==> config.mk <==
export PLATFORM = sky130hd
export DESIGN_NAME = uart_tx_sched_flat
export DESIGN_NICKNAME = d
export VERILOG_FILES = /design/src/rtl/uart_tx_sched_if.sv /design/src/rtl/uart_tx_sched.sv /design/src/flat_wrapper.sv
export SDC_FILE = /design/constraint.sdc
export NUM_CORES = 1
export LEC_CHECK = 0
export BUFFER_PORTS_ARGS = -buffer_cell sky130_fd_sc_hd__buf_2
export CAP_MARGIN = 5
export CORE_MARGIN = 2
export CORE_UTILIZATION = 47
export CTS_CLUSTER_DIAMETER = 120
export DETAILED_ROUTE_END_ITERATION = 7
export PLACE_DENSITY = 0.79
export SLEW_MARGIN = 0
export SYNTH_ARGS = -nofsm -noshare
export SYNTH_HDL_FRONTEND = slang
export SYNTH_SLANG_ARGS = --single-unit
==> constraint.sdc <==
create_clock -name FPGA_CLK -period 1.74 [get_ports FPGA_CLK]
set_input_delay 0.261 -clock FPGA_CLK [delete_from_list [all_inputs] [get_ports FPGA_CLK]]
set_output_delay 0.261 -clock FPGA_CLK [all_outputs]
set_load 0.01 [all_outputs]
==> src/rtl/uart_tx_sched_if.sv <==
// Byte-producer request bus and serial-line status for the shared UART transmitter.
interface uart_tx_sched_if #(
  parameter int NUM_REQ = 4
);
  localparam int IDW = $clog2(NUM_REQ);

  logic [NUM_REQ-1:0]   REQ_VALID;
  logic [8*NUM_REQ-1:0] REQ_DATA;
  logic [NUM_REQ-1:0]   REQ_READY;
  logic                 UART_TXD;
  logic                 BUSY;
  logic [IDW-1:0]       GRANT_ID;

  modport master (
    output REQ_VALID, REQ_DATA,
    input  REQ_READY, UART_TXD, BUSY, GRANT_ID
  );

  modport slave (
    input  REQ_VALID, REQ_DATA,
    output REQ_READY, UART_TXD, BUSY, GRANT_ID
  );
endinterface

==> src/rtl/uart_tx_sched.sv <==
// Round-robin scheduler sharing one 8N1 UART transmit line between NUM_REQ byte producers.
module uart_tx_sched #(
  parameter int CLKS_PER_BIT = 434,
  parameter int NUM_REQ      = 4
) (
  input  logic           FPGA_CLK,
  input  logic           RST,
  uart_tx_sched_if.slave bus
);
  localparam int BW  = $clog2(CLKS_PER_BIT);
  localparam int IDW = $clog2(NUM_REQ);
  localparam logic [BW-1:0] BAUD_MAX = BW'(CLKS_PER_BIT - 1);

  typedef enum logic [1:0] {
    S_IDLE,
    S_START,
    S_DATA,
    S_STOP
  } state_t;

  state_t             r_state, w_state_nxt;
  logic [BW-1:0]      r_baud, w_baud_nxt;
  logic [2:0]         r_bit, w_bit_nxt;
  logic [7:0]         r_data;
  logic               r_txd, w_txd_nxt;
  logic               r_busy;
  logic [IDW-1:0]     r_grant, r_ptr;
  logic [IDW-1:0]     w_win, w_ptr_nxt;
  logic               w_found, w_accept, w_bit_end;
  logic [NUM_REQ-1:0] w_ready;

  // Search starts at the requester after the last grant and wraps.
  always_comb begin
    w_found = 1'b0;
    w_win   = '0;
    for (int unsigned k = 0; k < NUM_REQ; k++) begin
      if (!w_found && bus.REQ_VALID[IDW'((32'(r_ptr) + k) % NUM_REQ)]) begin
        w_found = 1'b1;
        w_win   = IDW'((32'(r_ptr) + k) % NUM_REQ);
      end
    end
    w_ptr_nxt = (32'(w_win) == 32'(NUM_REQ - 1)) ? '0 : w_win + 1'b1;
  end

  assign w_accept = (r_state == S_IDLE) && w_found && !RST;
  assign w_ready  = w_accept ? (NUM_REQ'(1) << w_win) : '0;

  // TXD is computed one cycle ahead so the registered line lines up with the state.
  always_comb begin
    w_bit_end   = (r_baud == BAUD_MAX);
    w_state_nxt = r_state;
    w_bit_nxt   = r_bit;
    w_baud_nxt  = r_baud + 1'b1;
    w_txd_nxt   = 1'b1;
    case (r_state)
      S_IDLE: begin
        w_baud_nxt = '0;
        w_bit_nxt  = '0;
        if (w_accept) begin
          w_state_nxt = S_START;
          w_txd_nxt   = 1'b0;
        end
      end
      S_START: begin
        w_txd_nxt = 1'b0;
        if (w_bit_end) begin
          w_state_nxt = S_DATA;
          w_baud_nxt  = '0;
          w_txd_nxt   = r_data[0];
        end
      end
      S_DATA: begin
        w_txd_nxt = r_data[r_bit];
        if (w_bit_end) begin
          w_baud_nxt = '0;
          if (r_bit == 3'd7) begin
            w_state_nxt = S_STOP;
            w_txd_nxt   = 1'b1;
          end else begin
            w_bit_nxt = r_bit + 1'b1;
            w_txd_nxt = r_data[w_bit_nxt];
          end
        end
      end
      S_STOP: begin
        if (w_bit_end) begin
          w_state_nxt = S_IDLE;
          w_baud_nxt  = '0;
        end
      end
      default: w_state_nxt = S_IDLE;
    endcase
  end

  always_ff @(posedge FPGA_CLK) begin
    if (RST) begin
      r_state <= S_IDLE;
      r_baud  <= '0;
      r_bit   <= '0;
      r_txd   <= 1'b1;
      r_busy  <= 1'b0;
      r_grant <= '0;
      r_ptr   <= '0;
      r_data  <= '0;
    end else begin
      r_state <= w_state_nxt;
      r_baud  <= w_baud_nxt;
      r_bit   <= w_bit_nxt;
      r_txd   <= w_txd_nxt;
      r_busy  <= (w_state_nxt != S_IDLE);
      if (w_accept) begin
        r_data  <= bus.REQ_DATA[8*w_win +: 8];
        r_grant <= w_win;
        r_ptr   <= w_ptr_nxt;
      end
    end
  end

  assign bus.REQ_READY = w_ready;
  assign bus.UART_TXD  = r_txd;
  assign bus.BUSY      = r_busy;
  assign bus.GRANT_ID  = r_grant;
endmodule

==> src/flat_wrapper.sv <==
// flat-port wrapper written by rule: the top's interface ports become plain ports
module uart_tx_sched_flat 
#(
  parameter int CLKS_PER_BIT = 434,
  parameter int NUM_REQ      = 4
)
  (FPGA_CLK, RST, bus_REQ_VALID, bus_REQ_DATA, bus_REQ_READY, bus_UART_TXD, bus_BUSY, bus_GRANT_ID);
  uart_tx_sched_if #(.NUM_REQ(NUM_REQ)) bus_i ();
  input  logic FPGA_CLK;
  input  logic RST;
  input wire logic [$bits(bus_i.REQ_VALID)-1:0] bus_REQ_VALID;
  input wire logic [$bits(bus_i.REQ_DATA)-1:0] bus_REQ_DATA;
  output wire logic [$bits(bus_i.REQ_READY)-1:0] bus_REQ_READY;
  output wire logic [$bits(bus_i.UART_TXD)-1:0] bus_UART_TXD;
  output wire logic [$bits(bus_i.BUSY)-1:0] bus_BUSY;
  output wire logic [$bits(bus_i.GRANT_ID)-1:0] bus_GRANT_ID;
  assign bus_i.REQ_VALID = bus_REQ_VALID;
  assign bus_i.REQ_DATA = bus_REQ_DATA;
  assign bus_REQ_READY = bus_i.REQ_READY;
  assign bus_UART_TXD = bus_i.UART_TXD;
  assign bus_BUSY = bus_i.BUSY;
  assign bus_GRANT_ID = bus_i.GRANT_ID;
  uart_tx_sched #(.CLKS_PER_BIT(CLKS_PER_BIT), .NUM_REQ(NUM_REQ)) u_core (.FPGA_CLK(FPGA_CLK), .RST(RST), .bus(bus_i));
endmodule
==> results by group, run 1 <==
Status
  – Status: finished with violations
  – Violated checks: setup timing

Drt
  – Vias: 1673
  – Final WL: 4265 um
  – DRT Pass-1 Iters: 4
  – DRC: 0
  – Initial detailed-routing violation count: 108
  – DRT antenna net count: 0
  – Routed length per instance: 14.12 um
  – Vias/cell: 5.540

Synthesis
  – Async set or reset register ratio after synthesis: 0%
  – Number of enable flip-flop cells after synthesis: 0
  – Ys flop type: dfxtp_1
  – Yosys warns: 0
  – Avg Cell Area, Syn: 9.209 um^2
  – Synthesized flop and latch total: 28
  – Sequential area share after synthesis: 32.21%
  – Syn Nets: 235
  – Syn Inst Count: 189
  – Distinct cell type count after synthesis: 44
  – Netlist area before placement: 0.001740 mm^2

Placed design
  – Final Wtd Congestion: 0.8288
  – Post-place instance area: 0.002135 mm^2
  – PortBufs: 45
  – Final HPWL DP: 2991 um
  – Placed cell count: 292

GRT
  – Initial antenna violation count: 0
  – Gr ovfl total: 0
  – Global router's overall resource usage: 19.32%
  – Vias in the first global route: 1521
  – Global-route wire length before repair: 6541 um
  – Pin count of the biggest net entering global routing: 20

Layout
  – Share of cells above drive strength 1: 41.73%
  – Layout area overhead: 36.31%
  – Design area: 0.002372 mm^2
  – FILL cells: 301
  – Antenna cells: 0
  – Final nets: 301
  – Non-Filler Instances: 302

Floorplan
  – Top-level I/O count: 46
  – Die Height: 64.85 um
  – Total die area: 0.004206 mm^2
  – Initial Utilization: 48.27%
  – Num rows: 22
  – Die X: 64.85 um
  – Core ar.: 0.003606 mm^2

Worst setup path
  – Crit-path max FO: 5
  – Crit path cell chain: mux2i_4 -> o22ai_4 -> nor2_4 -> inv_2 -> ha_4 -> and2_4 -> buf_6
  – Critical Path AT: 1710 ps
  – Crit Path Class: flip-flop to primary output
  – Path depth of the worst reg2reg path: 7
  – Crit-path max cell delay: 390 ps
  – CP endpoint kind: primary output
  – CP max-delay cell: dfxtp_4
  – Worst Path Required: 1480 ps
  – Startpoint class of the critical path: flip-flop

Clock network
  – CTS HTree Levels: 1
  – Clock sink count: 28
  – CTS root buffer: clkbuf_8
  – Clk_lat worst skew: 260 ps
  – Clock slew at reported path FFs: 90 ps
  – Num CTS Buffers: 3
  – Clock Path Buffers: 2
  – CTS tree: built

STA
  – # setup viols final: 5
  – Final setup TNS: -878.4 ps
  – Final period util: 113.2%
  – Final hold violations: 0
  – Final Skew: 0.9843 ps
  – Crit path time final: 1970 ps
  – RSZ-0062 raised after global routing: true
  – Setup ws final: -229.7 ps
  – Worst slew pin tran: 363.8 ps
  – Max Slew Vio Count: 0
  – Relative slew slack: 75.66%
  – Fmax: 507.7 MHz

Min path
  – Hold/Removal Path Class: primary input to flip-flop
  – Hold path cells: 2

Power
  – Tot Pwr: 1.710 mW
  – Power Density: 720.8 mW/mm^2
  – Pleak: 0.9631 nW
  – Worst vdd ir: 0.4198 mV

Run
  – Maxcap violations: 0
area by class of cell:
class,instances,area (um^2),share of cell area [%]
inverter,7,26.28,1.108
sequential,28,568.0,23.95
multi-input combinational,147,1245,52.48
tap,48,60.06,2.532
clock buffer,4,55.05,2.321
timing repair buffer,68,417.9,17.62
critical path, delay by kind of cell, from the launching register on:
family | cells | cell delay [ps]
AND/OR/NAND/NOR | 2 | 320
buffers and inverters | 2 | 200
AO/OA/AOI/OAI | 1 | 120
flip-flops | 1 | 390
adder cells (fa/ha/maj) | 1 | 160
multiplexers | 1 | 260
synthesized netlist by cell type (all sizes together), types with 2 or more instances:
cell | count | area (um^2)
nor2 | 20 | 85.08
ha | 8 | 100.1
o21ai | 6 | 30.02
mux2i | 12 | 120.1
o221ai | 4 | 35.03
nand2 | 8 | 30.03
o22ai | 2 | 25.02
or3 | 2 | 12.51
o211ai | 9 | 67.56
xnor2 | 5 | 43.79
nand2b | 3 | 18.77
and3 | 4 | 25.02
clkbuf | 2 | 7.510
o21bai | 2 | 15.01
xor2 | 2 | 17.52
inv | 7 | 26.27
nand3b | 9 | 67.56
and2 | 5 | 31.28
a21oi | 8 | 47.55
a32oi | 2 | 17.52
mux4 | 4 | 90.09
nor3 | 3 | 26.28
buf | 6 | 36.28
a211o | 4 | 35.03
nand3 | 7 | 35.03
dfxtp | 28 | 560.5
a21boi | 4 | 30.03
a21o | 2 | 15.01
nand4 | 3 | 18.77
metal layers:
metal,global-route usage (%),routed length (um),vias to the layer above
met3,2.604,202,8
met4,4.787,57,0
met1,24.95,1849,782
li1,-,-,832
met2,33.89,2155,51
met5,0,0,-
logic make-up (layout without fill, tap and decap cells):
kind of cell,count (synthesis),after routing,synth area share (%)
buffers and inverters,15,79,4.025
AOI/OAI and AO/OA,48,49,20.49
xor gates and xnor gates,7,7,3.523
and+or+nand+nor,66,66,21.28
DFF,28,28,32.21
muxes,17,17,12.73
adders and majority gates,8,8,5.751
repair_timing:
action | CTS | global route
hold endpoints to repair | 0 | 0
resized for setup | 11 | 16
buffers inserted | 3 | 4
gates cloned | 0 | 1
pin swaps | 6 | 15
hold buffers | 0 | 0
setup endpoints to repair | 5 | 13
sequential cells by signal, summed over array words and instances (netlist names):
| signal | count |
|---|---|
| u_core.bus.GRANT_ID | 2 |
| u_core.r_baud | 9 |
| u_core.r_bit | 3 |
| u_core.r_data | 8 |
| u_core.bus.BUSY | 1 |
| u_core.r_state | 2 |
| u_core.bus.UART_TXD | 1 |
| u_core.r_ptr | 2 |
where the power goes:
part	leakage [nW]	total [mW]	internal [mW]	switching [mW]
combinational	0.703	0.582	0.297	0.285
clock	0.0288	0.389	0.202	0.187
sequential	0.231	0.739	0.695	0.0444
total	0.963	1.71	1.19	0.516
stage by stage:
| step | setup WS, ps | hold slack (ps) | util (%) |
|---|---|---|---|
| 2_1_floorplan | 2.930 | 445.4 | - |
| 6_report | -229.7 | 273.4 | 65.79 |
| 4_1_cts | -195.3 | 268.1 | 62.70 |
| 5_1_grt | -309.3 | 286.4 | 65.79 |
| 3_5_place_dp | -29.03 | 470.4 | 59.20 |
| 3_3_place_gp | 22.50 | 458.4 | 59.20 |
final timing paths:
check                                      start                      to  slack, ps
worst max-delay path             u_core.r_ptr[1]        bus_REQ_READY[0]       -230
worst min-delay path                         RST  u_core.bus.GRANT_ID[0]        270
worst max register to register   u_core.r_bit[0]     u_core.bus.UART_TXD        -10
worst min register to register  u_core.r_baud[0]        u_core.r_baud[0]        490
cells in the final DEF, fill, tap and decap left out, drive strengths merged, types with 2 or more instances in the layout:
| master | instances |
|---|---|
| nand3 | 7 |
| xnor2 | 5 |
| nor3 | 3 |
| a21oi | 8 |
| nand3b | 9 |
| a211o | 4 |
| mux4 | 4 |
| o21ai | 6 |
| nor2 | 20 |
| a32oi | 2 |
| mux2i | 12 |
| and3 | 4 |
| and2 | 5 |
| buf | 68 |
| dfxtp | 28 |
| o22a | 2 |
| a21boi | 4 |
| a21o | 2 |
| nand4 | 3 |
| ha | 8 |
| o211ai | 9 |
| o21bai | 2 |
| nand2b | 3 |
| o22ai | 2 |
| or3 | 2 |
| nand2 | 8 |
| inv | 7 |
| clkbuf | 4 |
| xor2 | 2 |
| o221ai | 4 |
(Power assumes the default switching activity.)
==> inputs of run 2 (changes only) <==
BUFFER_PORTS_ARGS = unset   (was -buffer_cell sky130_fd_sc_hd__buf_2)
CORE_UTILIZATION = 62   (was 47)
DONT_BUFFER_PORTS = 1   (was unset)
PLACE_DENSITY = 0.82   (was 0.79)
clock period = 1.9 ns   (was 1.74 ns; I/O delays follow)
==> run 2 against run 1 <==
The run still ends with setup timing left; cell area fell by 9.7%; largest cell class unchanged; hold slack got worse by 190 ps; critical path depth fell by 1; non-clock buffer count fell by 44; critical path type unchanged; global-route usage rose by 6.4 points; sequential share of layout area rose by 2.7 points; largest power group unchanged; setup slack improved by 110 ps; register-to-register slack got worse by 70 ps; flip-flop and latch count did not move; sequential power fell by 7.0%.
==> results by group, run 2 (synthesized netlist as in run 1, its figures left out) <==
Status
  – Status: finished with violations
  – Violated checks: setup timing

Placed design
  – Final Wtd Congestion: 0.8669 (+4.6%)
  – Dpl ws: -45.20 ps (-16.17 ps)
  – PortBufs: 0 (-100%)
  – Final HPWL DP: 2944 um (-1.6%)

Worst setup path
  – Crit-path max cell delay: 420 ps (+30 ps)
  – Startpoint class of the critical path: flip-flop
  – Worst Path Required: 1620 ps (+140 ps)
  – FF-to-FF setup slack: -80 ps (-70 ps)
  – Crit Path Class: flip-flop to primary output
  – CP endpoint kind: primary output
  – Critical Path AT: 1730 ps (+20 ps)
  – CP max-delay cell: dfxtp_4
  – Crit-path max FO: 3 (-2)
  – Crit path cell chain: a21oi_2 -> o21a_1 -> o22ai_4 -> buf_12 -> ha_4 -> and2_4

Layout
  – FILL cells: 158 (-48%)
  – Most frequent cells in the layout: dfxtp_1 (24), buf_4 (19), nor2_1 (17), mux2i_1 (11)
  – Largest registers: u_core.r_baud (9), u_core.r_data (8), u_core.r_bit (3)
  – Max FFs per register: 9 (unchanged)
  – Final nets: 256 (-15%)
  – Layout area overhead: 23.15%
  – Top reg by flops: u_core.r_baud
  – Antenna cells: 0 (unchanged)
  – Post-Route Utilization: 79.09% (+13 points)
  – Commonest non-fill, non-tap cell in the layout: dfxtp_1
  – Share of cells above drive strength 1: 28.71% (-13 points)

STA
  – Final Skew: 5.296 ps (+4.312 ps)
  – # setup viols final: 5 (unchanged)
  – Fmax: 495.3 MHz
  – Setup ws final: -119.1 ps (+110.6 ps)
  – Final period util: 106.3%
  – Max Slew Vio Count: 0 (unchanged)
  – RSZ-0062 raised after global routing: true
  – Final hold violations: 0 (unchanged)
  – Crit path time final: 2019 ps
  – Worst slew pin tran: 444.1 ps (+80.26 ps)
  – Relative slew slack: 70.12% (-5.5 points)

Drt
  – Final WL: 4980 um (+17%)
  – Vias/cell: 6.863 (+24%)
  – Routed length per instance: 20.75 um (+47%)
  – Vias: 1647 (-1.6%)
  – DRC: 0 (unchanged)
  – Initial detailed-routing violation count: 82 (-24%)
  – DRT Pass-1 Iters: 5 (+1)
  – DRT antenna net count: 0 (unchanged)

Floorplan
  – Num rows: 19 (-14%)
  – Die Height: 56.98 um (-12%)
  – Total die area: 0.003247 mm^2 (-23%)
  – Die X: 56.98 um (-12%)
  – Top-level I/O count: 46 (unchanged)
  – Initial Utilization: 64.22% (+16 points)
  – Core ar.: 0.002710 mm^2 (-25%)

Min path
  – Hold/Removal Path Class: primary input to flip-flop

Run
  – Maxcap violations: 0 (unchanged)

GRT
  – Initial antenna violation count: 0 (unchanged)
  – Global router's overall resource usage: 25.76% (+6.4 points)
  – Gr ovfl total: 0 (unchanged)
  – Global-route wire length before repair: 6603 um (+0.95%)
  – Vias in the first global route: 1493 (-1.8%)
  – Pin count of the biggest net entering global routing: 20 (unchanged)

Clock network
  – Clk_lat worst skew: 340 ps (+80 ps)
  – Clock Path Buffers: 2 (unchanged)
  – Clock sink count: 28 (unchanged)
  – Num CTS Buffers: 3 (unchanged)
  – CTS tree: built
  – CTS HTree Levels: 1 (unchanged)
  – CTS root buffer: clkbuf_4
  – Clock slew at reported path FFs: 160 ps (+70 ps)

Power
  – Power Density: 762.5 mW/mm^2 (+5.8%)
  – Pleak: 0.7748 nW (-20%)
  – Worst vdd ir: 0.7994 mV (+90%)
==> run 2: worst max-delay path: cells and delay by family (launching register included) <==
kind	cells	cell delay [ps]
flops	1	420
buf+inv	1	150
fa+ha+maj	1	130
simple gates	1	150
compound gates	3	530
==> run 2: stage by stage <==
step	hold slack, ps	total power, mW	cell area, um^2	TNS (ps)	instances
after detailed placement	358.9	1.010	1773	-45.20	217
after global placement	357.2	0.9937	1773	0	217
after CTS	81.56	1.489	1983	-147.6	233
final	80.74	1.634	2143	-462.8	240
after global routing	87.63	1.677	2143	-701.5	240
after floorplan	445.4	0.9520	1740	0	189
==> run 2: what timing repair did <==
item | 4_1_cts | 5_1_grt
resized for setup | 17 | 18
setup buffers | 11 | 8
hold endpoints to repair | 10 | 0
endpoints found under the setup margin | 5 | 7
hold buffers | 1 | 0
pin swaps | 5 | 6
cloned | 0 | 0
==> run 2: area by class of cell <==
cell class                 instances  area (um^2)  area share [%]
clock buffer                       3        22.52           1.051
clock inverter                     1        30.03           1.401
inverter                           7        28.78           1.343
multi-input combinational        146         1246           58.14
sequential                        28        570.5           26.62
tap                               31        38.79           1.810
timing repair buffer              24        206.4           9.632
==> run 2: path summary, 6_finish.rpt <==
path / start / end / cells after the start
hold / removal: RST / u_core.bus.UART_TXD / 2
setup / recovery: u_core.r_ptr[1] / bus_REQ_READY[0] / 6
setup reg to reg: u_core.r_ptr[1] / u_core.r_data[4] / 9
hold reg to reg: u_core.r_baud[0] / u_core.r_baud[0] / 1
==> run 2: layer usage <==
layer | up-vias | wire [um] | global-route usage (%)
li1 | 744 | - | -
met1 | 809 | 1952 | 30.76
met2 | 79 | 2665 | 46.80
met3 | 15 | 226 | 1.361
met4 | 0 | 135 | 12.96
met5 | - | 0 | 0
==> run 2: report_power, final <==
group	internal [mW]	switching (mW)	total (mW)
clock network	0.214	0.192	0.405
logic	0.275	0.267	0.542
registers	0.637	0.0492	0.687
total	1.13	0.508	1.63
==> inputs of run 3 (changes only) <==
==> constraint.sdc (replaced) <==
create_clock -name FPGA_CLK -period 1.9 [get_ports FPGA_CLK]
set_input_delay 0.285 -clock FPGA_CLK [delete_from_list [all_inputs] [get_ports FPGA_CLK]]
set_output_delay 0.285 -clock FPGA_CLK [all_outputs]
set_load 0.1 [all_outputs]
==> run 3 against run 2 <==
Sequential power down 0.9%; clock power down 25%; flip-flop and latch count stayed put; highest routed layer unchanged; power fell by 7.4%; core utilization decreased by 5.4 points; clock skew hardly changed; first-iteration DRC count is 16% higher; maximum frequency down 3.6%; setup slack got worse by 75 ps; critical path depth fell by 1; die area unchanged; the run still ends with setup timing left; cell area down 6.8%.
==> results by group, run 3 (synthesized netlist as in run 1, its figures left out) <==
Status
  – Status: finished with violations
  – Violated checks: setup timing

Placed design
  – Final HPWL DP: 2925 um (-0.64%)
  – Final Wtd Congestion: 0.8628 (-0.47%)
  – Post-place instance area: 0.001837 mm^2 (+3.6%)
  – PortBufs: 0 (unchanged)

Worst setup path
  – CP endpoint kind: primary output
  – Crit Path Class: flip-flop to primary output
  – Worst Path Required: 1620 ps (about the same)
  – Crit-path max FO: 5 (+2)
  – Critical Path AT: 1810 ps (+80 ps)
  – Startpoint class of the critical path: flip-flop

GRT
  – Gr ovfl total: 0 (unchanged)
  – Met3 track demand over resource: 2.494% (+1.1 points)
  – Global routing usage on met1: 35.36% (+4.6 points)
  – Initial antenna violation count: 0 (unchanged)
  – Pin count of the biggest net entering global routing: 20 (unchanged)
  – Vias in the first global route: 1496 (+0.20%)
  – Grt peak-use layer: met2
  – Global-route wire length before repair: 6975 um (+5.6%)
  – Global router's overall resource usage: 27.09% (+1.3 points)
  – Met2 GRT Util: 47.29% (+0.49 points)

Power
  – Pleak: 0.7361 nW (-5.0%)
  – Power Density: 757.9 mW/mm^2 (-0.60%)
  – Worst vdd ir: 0.6414 mV (-20%)

Layout
  – Final nets: 252 (-1.6%)
  – FILL cells: 192 (+22%)
  – Layout area overhead: 14.74%
  – Share of cells above drive strength 1: 25.37% (-3.3 points)
  – Largest registers: u_core.r_baud (9), u_core.r_data (8), u_core.r_bit (3)
  – Commonest non-fill, non-tap cell in the layout: dfxtp_1
  – Area of the multi-input gates: 0.001175 mm^2 (-5.7%)
  – Most frequent cells in the layout: dfxtp_1 (26), buf_4 (19), nor2_1 (17), mux2i_1 (11)
  – Register Area: 565.5 um^2 (-0.88%)
  – Top reg by flops: u_core.r_baud
  – Antenna cells: 0 (unchanged)
  – Post-Route Utilization: 73.68% (-5.4 points)
  – Design area: 0.001997 mm^2 (-6.8%)
  – Max FFs per register: 9 (unchanged)

Drt
  – Routed length per instance: 17.81 um (-14%)
  – Initial detailed-routing violation count: 95 (+16%)
  – Vias: 1551 (-5.8%)
  – DRT Pass-1 Iters: 4 (-1)
  – DRT antenna net count: 0 (unchanged)
  – Vias/cell: 6.572 (-4.2%)
  – Final WL: 4202 um (-16%)
  – DRC: 0 (unchanged)

Floorplan
  – Die X: 56.98 um (unchanged)
  – Die Height: 56.98 um (unchanged)
  – Top-level I/O count: 46 (unchanged)
  – Initial Utilization: 64.22% (unchanged)
  – Num rows: 19 (unchanged)
  – Core ar.: 0.002710 mm^2 (unchanged)
  – Total die area: 0.003247 mm^2 (unchanged)

Clock network
  – CTS HTree Levels: 1 (unchanged)
  – Num CTS Buffers: 3 (unchanged)
  – Clock sink count: 28 (unchanged)
  – Clock slew at reported path FFs: 160 ps (about the same)
  – CTS tree: built
  – Clk_lat worst skew: 340 ps (about the same)
  – CTS root buffer: clkbuf_4
  – Clock Path Buffers: 2 (unchanged)

STA
  – Relative slew slack: 70.41% (+0.29 points)
  – Final Skew: 5.413 ps (+0.1161 ps)
  – Setup ws final: -194.1 ps (-75.02 ps)
  – Max Slew Vio Count: 0 (unchanged)
  – Fmax: 477.5 MHz (-3.6%)
  – Final setup TNS: -736.0 ps (-273.2 ps)
  – Hold_ws: 57.59 ps (-23.15 ps)
  – Worst slew pin tran: 439.7 ps (-4.349 ps)
  – Final period util: 110.2% (+3.9 points)
  – RSZ-0062 raised after global routing: true
  – # setup viols final: 4 (-1)
  – Crit path time final: 2094 ps (+75.02 ps)
  – Final hold violations: 0 (unchanged)

Min path
  – Hold/Removal Path Class: primary input to flip-flop

Run
  – Maxcap violations: 0 (unchanged)
## run 3: per-layer routing
| metal | wire, um | vias up | part of all wire [%] |
|---|---|---|---|
| li1 | - | 737 | - |
| met1 | 1795 | 743 | 43 |
| met2 | 2136 | 67 | 51 |
| met3 | 238 | 4 | 5.7 |
| met4 | 32 | 0 | 0.76 |
| met5 | 0 | - | 0 |
## run 3: final timing paths
path	cells past startpoint	from	end	slack, ps
worst min register to register	1	u_core.r_baud[0]	u_core.r_baud[0]	520
worst max register to register	7	u_core.r_bit[0]	u_core.bus.UART_TXD	40
worst min-delay path	2	RST	u_core.bus.UART_TXD	60
worst max-delay path	5	u_core.r_ptr[1]	bus_REQ_READY[0]	-190
## run 3: power breakdown
part	leakage, nW	switching [mW]	internal (mW)	total [mW]
sequential	0.230	0.0437	0.637	0.681
combinational	0.485	0.316	0.214	0.530
clock	0.0210	0.185	0.118	0.303
## run 3: timing repair
action | CTS | global route
endpoints found under the hold margin | 10 | 0
setup endpoints to repair | 4 | 8
setup buffers | 6 | 1
pin swaps | 4 | 2
hold buffers | 1 | 0
resized for setup | 10 | 5
## run 3: final cells by class
cell class / count / share of cell area [%]
well taps: 31 / 1.942
flip-flops and latches: 28 / 28.32
multi-input cells: 146 / 58.83
clock buffers: 4 / 1.817
inverters: 7 / 1.441
repair buffers: 20 / 7.644
## run 3: worst max-delay path, cell delays in order (launching register included)
cell	delay (ps)
dfxtp_4	420
a21oi_2	60
o21a_1	200
o22ai_4	240
ha_2	230
and2_4	320
## run 3: metrics by stage
stage                     cells  power (mW)  setup slack [ps]
after floorplan             189       1.059             16.63
after global placement      224       1.127             95.39
after detailed placement    224       1.145             25.24
after CTS                   235       1.480            -142.2
after global routing        236       1.571            -240.2
final                       236       1.514            -194.1
